File: src/rtl/duck_sprite_pkg.sv
// Shared types and constants for the duck sprite renderer.
package duck_sprite_pkg;

    localparam int unsigned COLOR_W   = 4;
    localparam int unsigned PAL_IDX_W = 4;
    localparam int unsigned SCREEN_W  = 640;
    localparam int unsigned SCREEN_H  = 480;

    typedef logic [COLOR_W-1:0]   color_t;
    typedef logic [PAL_IDX_W-1:0] pal_idx_t;

    // Palette index that lets the background show through.
    localparam pal_idx_t TRANSPARENT_IDX = pal_idx_t'(0);

    typedef struct packed {
        color_t red;
        color_t green;
        color_t blue;
    } rgb_t;

endpackage

File: src/rtl/duck_sprite_palette.sv
// Combinational palette: 4-bit sprite index to 12-bit RGB.
module duck_sprite_palette
    import duck_sprite_pkg::*;
(
    input  logic [PAL_IDX_W-1:0] idx,
    output logic [COLOR_W-1:0]   red_c,
    output logic [COLOR_W-1:0]   green_c,
    output logic [COLOR_W-1:0]   blue_c
);

    rgb_t color;

    // Duck colours in the low entries, grey ramp for the rest.
    always_comb begin
        color = '{red: idx, green: idx, blue: idx};
        case (idx)
            4'd1:    color = '{red: 4'hF, green: 4'hF, blue: 4'h0};
            4'd2:    color = '{red: 4'hF, green: 4'h8, blue: 4'h0};
            4'd3:    color = '{red: 4'h0, green: 4'h0, blue: 4'h0};
            4'd4:    color = '{red: 4'hF, green: 4'hF, blue: 4'hF};
            4'd5:    color = '{red: 4'h8, green: 4'h8, blue: 4'h0};
            4'd6:    color = '{red: 4'h0, green: 4'h8, blue: 4'hF};
            4'd7:    color = '{red: 4'h4, green: 4'h4, blue: 4'h4};
            default: ;
        endcase
    end

    assign red_c   = color.red;
    assign green_c = color.green;
    assign blue_c  = color.blue;

endmodule

File: src/rtl/duck_sprite_renderer.sv
// Animated, scalable sprite renderer over a VGA scan with a 3-cycle
// DrawX-to-RGB pipeline and a synchronous sprite ROM.
// Optional macro DUCK_SPRITE_MIRROR_EN adds a horizontal mirror input.
module duck_sprite_renderer
    import duck_sprite_pkg::*;
#(
    parameter int unsigned SPRITE_W     = 64,
    parameter int unsigned SPRITE_H     = 64,
    parameter int unsigned SCALE_LOG2   = 0,
    parameter int unsigned FRAMES       = 4,
    parameter int unsigned FRAME_PERIOD = 8,
    localparam int unsigned ADDR_W      = $clog2(FRAMES * SPRITE_W * SPRITE_H)
)(
    input  logic              vga_clk,
    input  logic              reset,
    input  logic [9:0]        DrawX,
    input  logic [9:0]        DrawY,
    input  logic              blank,
    input  logic              frame_tick,
    input  logic [9:0]        pos_x,
    input  logic [9:0]        pos_y,
    input  logic              pos_valid,
`ifdef DUCK_SPRITE_MIRROR_EN
    input  logic              mirror,
`endif
    output logic              pos_ack,
    input  logic              anim_en,
    input  logic [3:0]        bg_red,
    input  logic [3:0]        bg_green,
    input  logic [3:0]        bg_blue,
    output logic [ADDR_W-1:0] rom_address,
    input  logic [3:0]        rom_q,
    output logic [3:0]        red,
    output logic [3:0]        green,
    output logic [3:0]        blue,
    output logic              pixel_on
);

    localparam int unsigned FRAME_SZ = SPRITE_W * SPRITE_H;
    localparam int unsigned COL_W    = (SPRITE_W > 1) ? $clog2(SPRITE_W) : 1;
    localparam int unsigned ROW_W    = (SPRITE_H > 1) ? $clog2(SPRITE_H) : 1;
    localparam int unsigned FRAME_W  = (FRAMES > 1) ? $clog2(FRAMES) : 1;
    localparam int unsigned TICK_W   = (FRAME_PERIOD > 1) ? $clog2(FRAME_PERIOD) : 1;
    localparam logic [10:0] SPAN_X   = 11'(SPRITE_W << SCALE_LOG2);
    localparam logic [10:0] SPAN_Y   = 11'(SPRITE_H << SCALE_LOG2);

    logic [9:0]         px;
    logic [9:0]         py;
    logic [FRAME_W-1:0] frame;
    logic [TICK_W-1:0]  tick;
`ifdef DUCK_SPRITE_MIRROR_EN
    logic               mirror_q;
`endif

    logic [10:0]        x_rel;
    logic [10:0]        y_rel;
    logic               hit_c;
    logic [COL_W-1:0]   col_c;
    logic [COL_W-1:0]   col_sel_c;
    logic [ROW_W-1:0]   row_c;
    logic [ADDR_W-1:0]  addr_c;

    logic               hit_s1;
    logic               blank_s1;
    rgb_t               bg_s1;
    logic               hit_s2;
    logic               blank_s2;
    rgb_t               bg_s2;

    logic [3:0]         pal_red_c;
    logic [3:0]         pal_green_c;
    logic [3:0]         pal_blue_c;

    // Position is only taken at frame boundaries so a frame is drawn at one place.
    always_ff @(posedge vga_clk) begin
        if (reset) begin
            px      <= '0;
            py      <= '0;
            pos_ack <= 1'b0;
`ifdef DUCK_SPRITE_MIRROR_EN
            mirror_q <= 1'b0;
`endif
        end else begin
            pos_ack <= frame_tick && pos_valid;
            if (frame_tick && pos_valid) begin
                px <= pos_x;
                py <= pos_y;
`ifdef DUCK_SPRITE_MIRROR_EN
                mirror_q <= mirror;
`endif
            end
        end
    end

    // Animation step every FRAME_PERIOD frame ticks; frozen while anim_en is low.
    always_ff @(posedge vga_clk) begin
        if (reset) begin
            tick  <= '0;
            frame <= '0;
        end else if (frame_tick && anim_en) begin
            if (tick == TICK_W'(FRAME_PERIOD - 1)) begin
                tick  <= '0;
                frame <= (frame == FRAME_W'(FRAMES - 1)) ? '0 : frame + FRAME_W'(1);
            end else begin
                tick <= tick + TICK_W'(1);
            end
        end
    end

    // Hit test in 11 bits so a sprite near the right/bottom edge never wraps to 0.
    always_comb begin
        x_rel     = {1'b0, DrawX} - {1'b0, px};
        y_rel     = {1'b0, DrawY} - {1'b0, py};
        hit_c     = ({1'b0, DrawX} >= {1'b0, px}) && ({1'b0, DrawX} < ({1'b0, px} + SPAN_X)) &&
                    ({1'b0, DrawY} >= {1'b0, py}) && ({1'b0, DrawY} < ({1'b0, py} + SPAN_Y));
        col_c     = COL_W'(x_rel >> SCALE_LOG2);
        row_c     = ROW_W'(y_rel >> SCALE_LOG2);
`ifdef DUCK_SPRITE_MIRROR_EN
        col_sel_c = mirror_q ? (COL_W'(SPRITE_W - 1) - col_c) : col_c;
`else
        col_sel_c = col_c;
`endif
        addr_c    = '0;
        if (hit_c) begin
            addr_c = ADDR_W'(32'(frame) * FRAME_SZ + 32'(row_c) * SPRITE_W + 32'(col_sel_c));
        end
    end

    // Stage 1 issues the ROM read; stage 2 waits out the ROM latency.
    always_ff @(posedge vga_clk) begin
        if (reset) begin
            rom_address <= '0;
            hit_s1      <= 1'b0;
            blank_s1    <= 1'b0;
            bg_s1       <= '0;
            hit_s2      <= 1'b0;
            blank_s2    <= 1'b0;
            bg_s2       <= '0;
        end else begin
            rom_address <= addr_c;
            hit_s1      <= hit_c;
            blank_s1    <= blank;
            bg_s1       <= '{red: bg_red, green: bg_green, blue: bg_blue};
            hit_s2      <= hit_s1;
            blank_s2    <= blank_s1;
            bg_s2       <= bg_s1;
        end
    end

    duck_sprite_palette u_palette (
        .idx     (rom_q),
        .red_c   (pal_red_c),
        .green_c (pal_green_c),
        .blue_c  (pal_blue_c)
    );

    // Stage 3 composites sprite over background, blanking outside active video.
    always_ff @(posedge vga_clk) begin
        if (reset || !blank_s2) begin
            red      <= '0;
            green    <= '0;
            blue     <= '0;
            pixel_on <= 1'b0;
        end else if (!hit_s2 || (rom_q == TRANSPARENT_IDX)) begin
            red      <= bg_s2.red;
            green    <= bg_s2.green;
            blue     <= bg_s2.blue;
            pixel_on <= 1'b0;
        end else begin
            red      <= pal_red_c;
            green    <= pal_green_c;
            blue     <= pal_blue_c;
            pixel_on <= 1'b1;
        end
    end

endmodule

File: config.mk
export PLATFORM = sky130hd
export DESIGN_NAME = duck_sprite_renderer
export DESIGN_NICKNAME = d
export VERILOG_FILES = /design/src/rtl/duck_sprite_pkg.sv /design/src/rtl/duck_sprite_palette.sv /design/src/rtl/duck_sprite_renderer.sv
export SDC_FILE = /design/constraint.sdc
export NUM_CORES = 1
export LEC_CHECK = 0
export BUFFER_PORTS_ARGS = -buffer_cell sky130_fd_sc_hd__buf_2
export CORE_UTILIZATION = 45
export CTS_BUF_LIST = sky130_fd_sc_hd__clkbuf_4
export DETAILED_ROUTE_END_ITERATION = 12
export GPL_TIMING_DRIVEN = 0
export PLACE_DENSITY_LB_ADDON = 0.05
export SYNTH_ARGS = -nofsm -noshare
export SYNTH_HDL_FRONTEND = slang
export SYNTH_SLANG_ARGS = --single-unit
File: constraint.sdc
create_clock -name vga_clk -period 3.7 [get_ports vga_clk]
set_input_delay 0.555 -clock vga_clk [delete_from_list [all_inputs] [get_ports vga_clk]]
set_output_delay 0.555 -clock vga_clk [all_outputs]
set_load 0.1 [all_outputs]
==> results.md <==
- At the worst endpoint, the required time is 4.02 ns.
- The fraction of layout cells with a size suffix above 1 is 25.14%.
- The clock reaches the later pin of the worst-skew pair after 0.42 ns.
- Global routing finished with a remaining overflow of 0.
- The quantity of hold-fixing buffers added after cts is 0.
- The pin count of the biggest net entering global routing is 17.
- The core region is 0.008175 sq mm.
- The analysis attributes to net switching a power of 525.0 uW.
- The floorplan step defined a die boundary enclosing 0.008798 sq mm.
- The warning count from the yosys run is 0.
- The number of nets in the layout is 613.
- The worst path needs 2.363 ns of the cycle, external delays included.
- The quantity of I/O buffers inserted on ports is 88.
- The area of the mapped netlist is 0.003792 sq mm.
- In the global route stage, overall resource usage came out at 19.00%.
- The endpoint arrival time on the critical path is roughly 2.7 ns.
- The number of post-CTS setup repair buffers is 0.
- The final count of hold timing violations came to 0.
- The setup TNS is 0 ns.
- The length of routed met3 wiring is around 370 microns.
- The worst min-delay path class is input pin to register.
- The count of distinct cell types in the synthesized netlist is 48.
- Setup repair after global routing left no endpoint under its margin.
- The buffer type at the clock tree root is clkbuf_4.
- In this run the count of I/O pins placed on the die edge is 90.
- Combinational logic is responsible for 16.7% of the overall power.
- Wires add up to 7927 microns.
- Summed over all nets, wire length on met2 after detailed routing comes to 3212 microns.
- The congestion estimate from routability-driven global placement came to 0.8371.
- Measured along the x axis, the die boundary spans 93.80 microns.
- The signal on the critical path passes through ha_1 > inv_1 > fa_1 > a211o_1 > o2111ai_1 > a21oi_1 > o32ai_4 > buf_6 > nor3_2.
- For this run, the slowest stage of the critical path takes 0.45 ns.
- The final HPWL from detailed placement is between 6000 and 7000 microns.
- The average instance in the mapped netlist occupies 9.094 sq um.
- The number of cell rows is 33.
- The run finished with clean final reports.
- The final antenna diode count is 0.
- After layout, the worst path uses 63.88% of the clock period.
- The maximum clock skew at final layout is 0.009490 ns.
- The clock passes through at most 2 buffers.
- The average wire per cell in the routed design is 12.66 microns.
- The critical path is of the register to register type.
- The final-layout worst hold slack is 0.3280 ns.
- The final number of max-transition violations is 0.
- The clock edge transition at the registers on the reported setup and hold paths is around 0.14 ns.
- Headroom to the max-slew limit came out at 62.59%.
- The clock tree from TritonCTS is built.
- The pre-antenna-repair detailed-routing pass consisted of 4 iterations.
- Along the worst path, the maximum fanout reaches 10.
- Cell internal power was estimated by the tool at 1.235 mW.
- Measured on the finished design, the core utilization comes to roughly 55%.
- The count of vias placed by the detailed router is 3,028.
- Counting every sink on the clock net gives 81.
- In this run the static leakage power is roughly 2.0 nW.
- The areal power density over the cells is 389.4 mW/mm^2.
- The slew of the pin with the lowest slew margin is 0.5612 ns.
- The worst-case register-to-register setup slack is 1.34 ns.
- Per report_power, the sequential group accounts for between 50% and 60% of the total.
- Once the clock tree was built, the resizer swapped 0 gates to a different size.
- The floorplan step set the die height to 93.80 microns.
- The number of storage elements in the synthesis netlist is 81.
- Across the run, the number of max-cap violations was 0.
- After detailed routing, the number of remaining DRC violations is 0.
- The net switching share of the total power is 29.82%.
- The net count after synthesis is 514.
- The worst setup path is launched from a register.
- The CTS H-tree depth is 3.
- The fraction of power consumed by the clock network is 31.4%.
- Across the VDD grid, the largest voltage drop is 0.1555 mV.
- The cell with the largest stage delay on the worst path is o32ai_4.
- The prevailing post-synth register cell is dfxtp_1.
- The number of synthesized flops with an enable pin is 0.
- The layout-stage area growth over the synthesis result is 19.20%.
- The number of antenna violations at the first check in global routing is 0.
- Once the floorplan was initialized, standard cells occupied 46.39% of the core.
- The wire length on met1 is around 4300 microns.
- Setup violations remaining at the end of the flow were counted as 0.
- The number of vias per cell is just under 5.
- The uppermost layer routed is met4.
- The worst setup path is captured at a register.
- The highest clock frequency the design can meet is 423.1 MHz.
- The remaining antenna violation count is 0.
- The wire length of the first global-routing pass is 12,730 microns.
- Clock tree synthesis inserted a total of 9 buffers.
- The iteration-0 DRC count of the detailed router is 70.
- The part of the Yosys area used for sequential elements is a little over two fifths.
- The number of global-route vias before repair is between 2,000 and 3,000.
- Synthesis produced 417 cells.
- The post-synthesis async set-or-reset flop share is 0%.
[final cells by class]
class | count | area [sq um]
Buffer | 18 | 83.83
Clock buffer | 9 | 67.56
Clock inverter | 7 | 88.84
Fill cell | 803 | 3655
Inverter | 33 | 123.9
Multi-Input combinational cell | 285 | 1963
Sequential cell | 81 | 1622
Tap cell | 105 | 131.4
Timing Repair Buffer | 88 | 440.4
[layout by cell type (no fill, tap or decap), types with 3 or more instances in the layout]
| cell | netlist | final |
|---|---|---|
| o22ai_1 | 4 | 4 |
| a21o_1 | 6 | 6 |
| a21oi_1 | 48 | 48 |
| ha_1 | 33 | 33 |
| nor3_1 | 6 | 6 |
| clkbuf_4 | 0 | 9 |
| nand2_1 | 54 | 54 |
| a21boi_0 | 3 | 3 |
| inv_1 | 33 | 33 |
| nor3_2 | 9 | 9 |
| nand3_1 | 9 | 9 |
| dfxtp_1 | 81 | 81 |
| clkbuf_1 | 12 | 12 |
| buf_1 | 3 | 3 |
| nor2_1 | 17 | 17 |
| xnor2_1 | 7 | 7 |
| buf_2 | 1 | 89 |
| o21ai_0 | 9 | 9 |
| nor2b_1 | 31 | 31 |
[state kept, by name (all words and copies together), names as in the netlist, 4 cells and up]
register     cells
green            4
red              4
bg_s1           12
py              10
px              10
bg_s2           12
rom_address     14
blue             4
[layer usage]
metal  vias to the layer above  track usage [%]
met5                         -                0
met4                         0            6.154
met3                        11            3.479
met2                        81            27.25
met1                      1321            28.35
li1                       1615                -
[final timing paths]
check                           cells after the start                start                    endpoint
worst max register to register                      9   py[0]$_SDFFE_PP0P_  rom_address[12]$_SDFF_PP0_
worst min-delay path                                2            bg_red[0]         bg_s1[8]$_SDFF_PP0_
worst min register to register                      1  bg_s1[1]$_SDFF_PP0_         bg_s2[1]$_SDFF_PP0_
worst max-delay path                                9   py[0]$_SDFFE_PP0P_  rom_address[12]$_SDFF_PP0_
[worst max-delay path: cells and delay by family (launching register included)]
family,cells,cell delay [ns]
AOI/OAI and AO/OA,4,0.98
buffers and inverters,2,0.28
and+or+nand+nor,1,0.06
DFF,1,0.37
adders and majority gates,2,0.58
[synth_stat cells (all sizes together) (3+ instances only)]
library cell	instances	area, sq um
clkbuf	12	45.04
nor2	18	70.07
a21oi	48	240.2
o22ai	4	25.02
dfxtp	81	1622
o21ai	9	45.04
xnor2	7	61.31
nand4	3	33.78
inv	33	123.9
buf	6	38.78
nand3	11	65.06
nand2	54	202.7
nor2b	31	193.9
a21o	6	45.04
and2b	3	25.03
nor3	15	120.1
ha	33	412.9
a21boi	3	22.52
[stage by stage]
stage | cells | worst slack (ns) | total power [mW] | area, sq um
finish | 626 | 1.337 | 1.760 | 4521
global route | 626 | 1.211 | 1.849 | 4521
CTS | 626 | 1.341 | 1.783 | 4521
detailed placement | 610 | 0.9838 | 1.227 | 4364
global placement | 610 | 0.9958 | 1.222 | 4364
floorplan | 417 | 1.311 | 1.140 | 3792
[logic make-up after synthesis]
kind of cell,Yosys count,share of synthesized area (%)
XOR/XNOR,9,2.079
flip-flops,81,42.76
multiplexers,2,0.5609
AND/OR/NAND/NOR,150,21.94
buffers and inverters,51,5.476
AO/OA/AOI/OAI,89,15.24
adder cells (fa/ha/maj),35,11.94
[power by group through the flow]
stage	Sequential, mW	Combinational (mW)	Clock [mW]
after CTS	0.915	0.294	0.574
after global placement	0.933	0.288	0
after detailed placement	0.934	0.293	0
after global routing	0.918	0.327	0.604
after floorplan	0.960	0.180	0
final	0.915	0.294	0.552
Note: power is estimated with default switching activity, not from simulation.
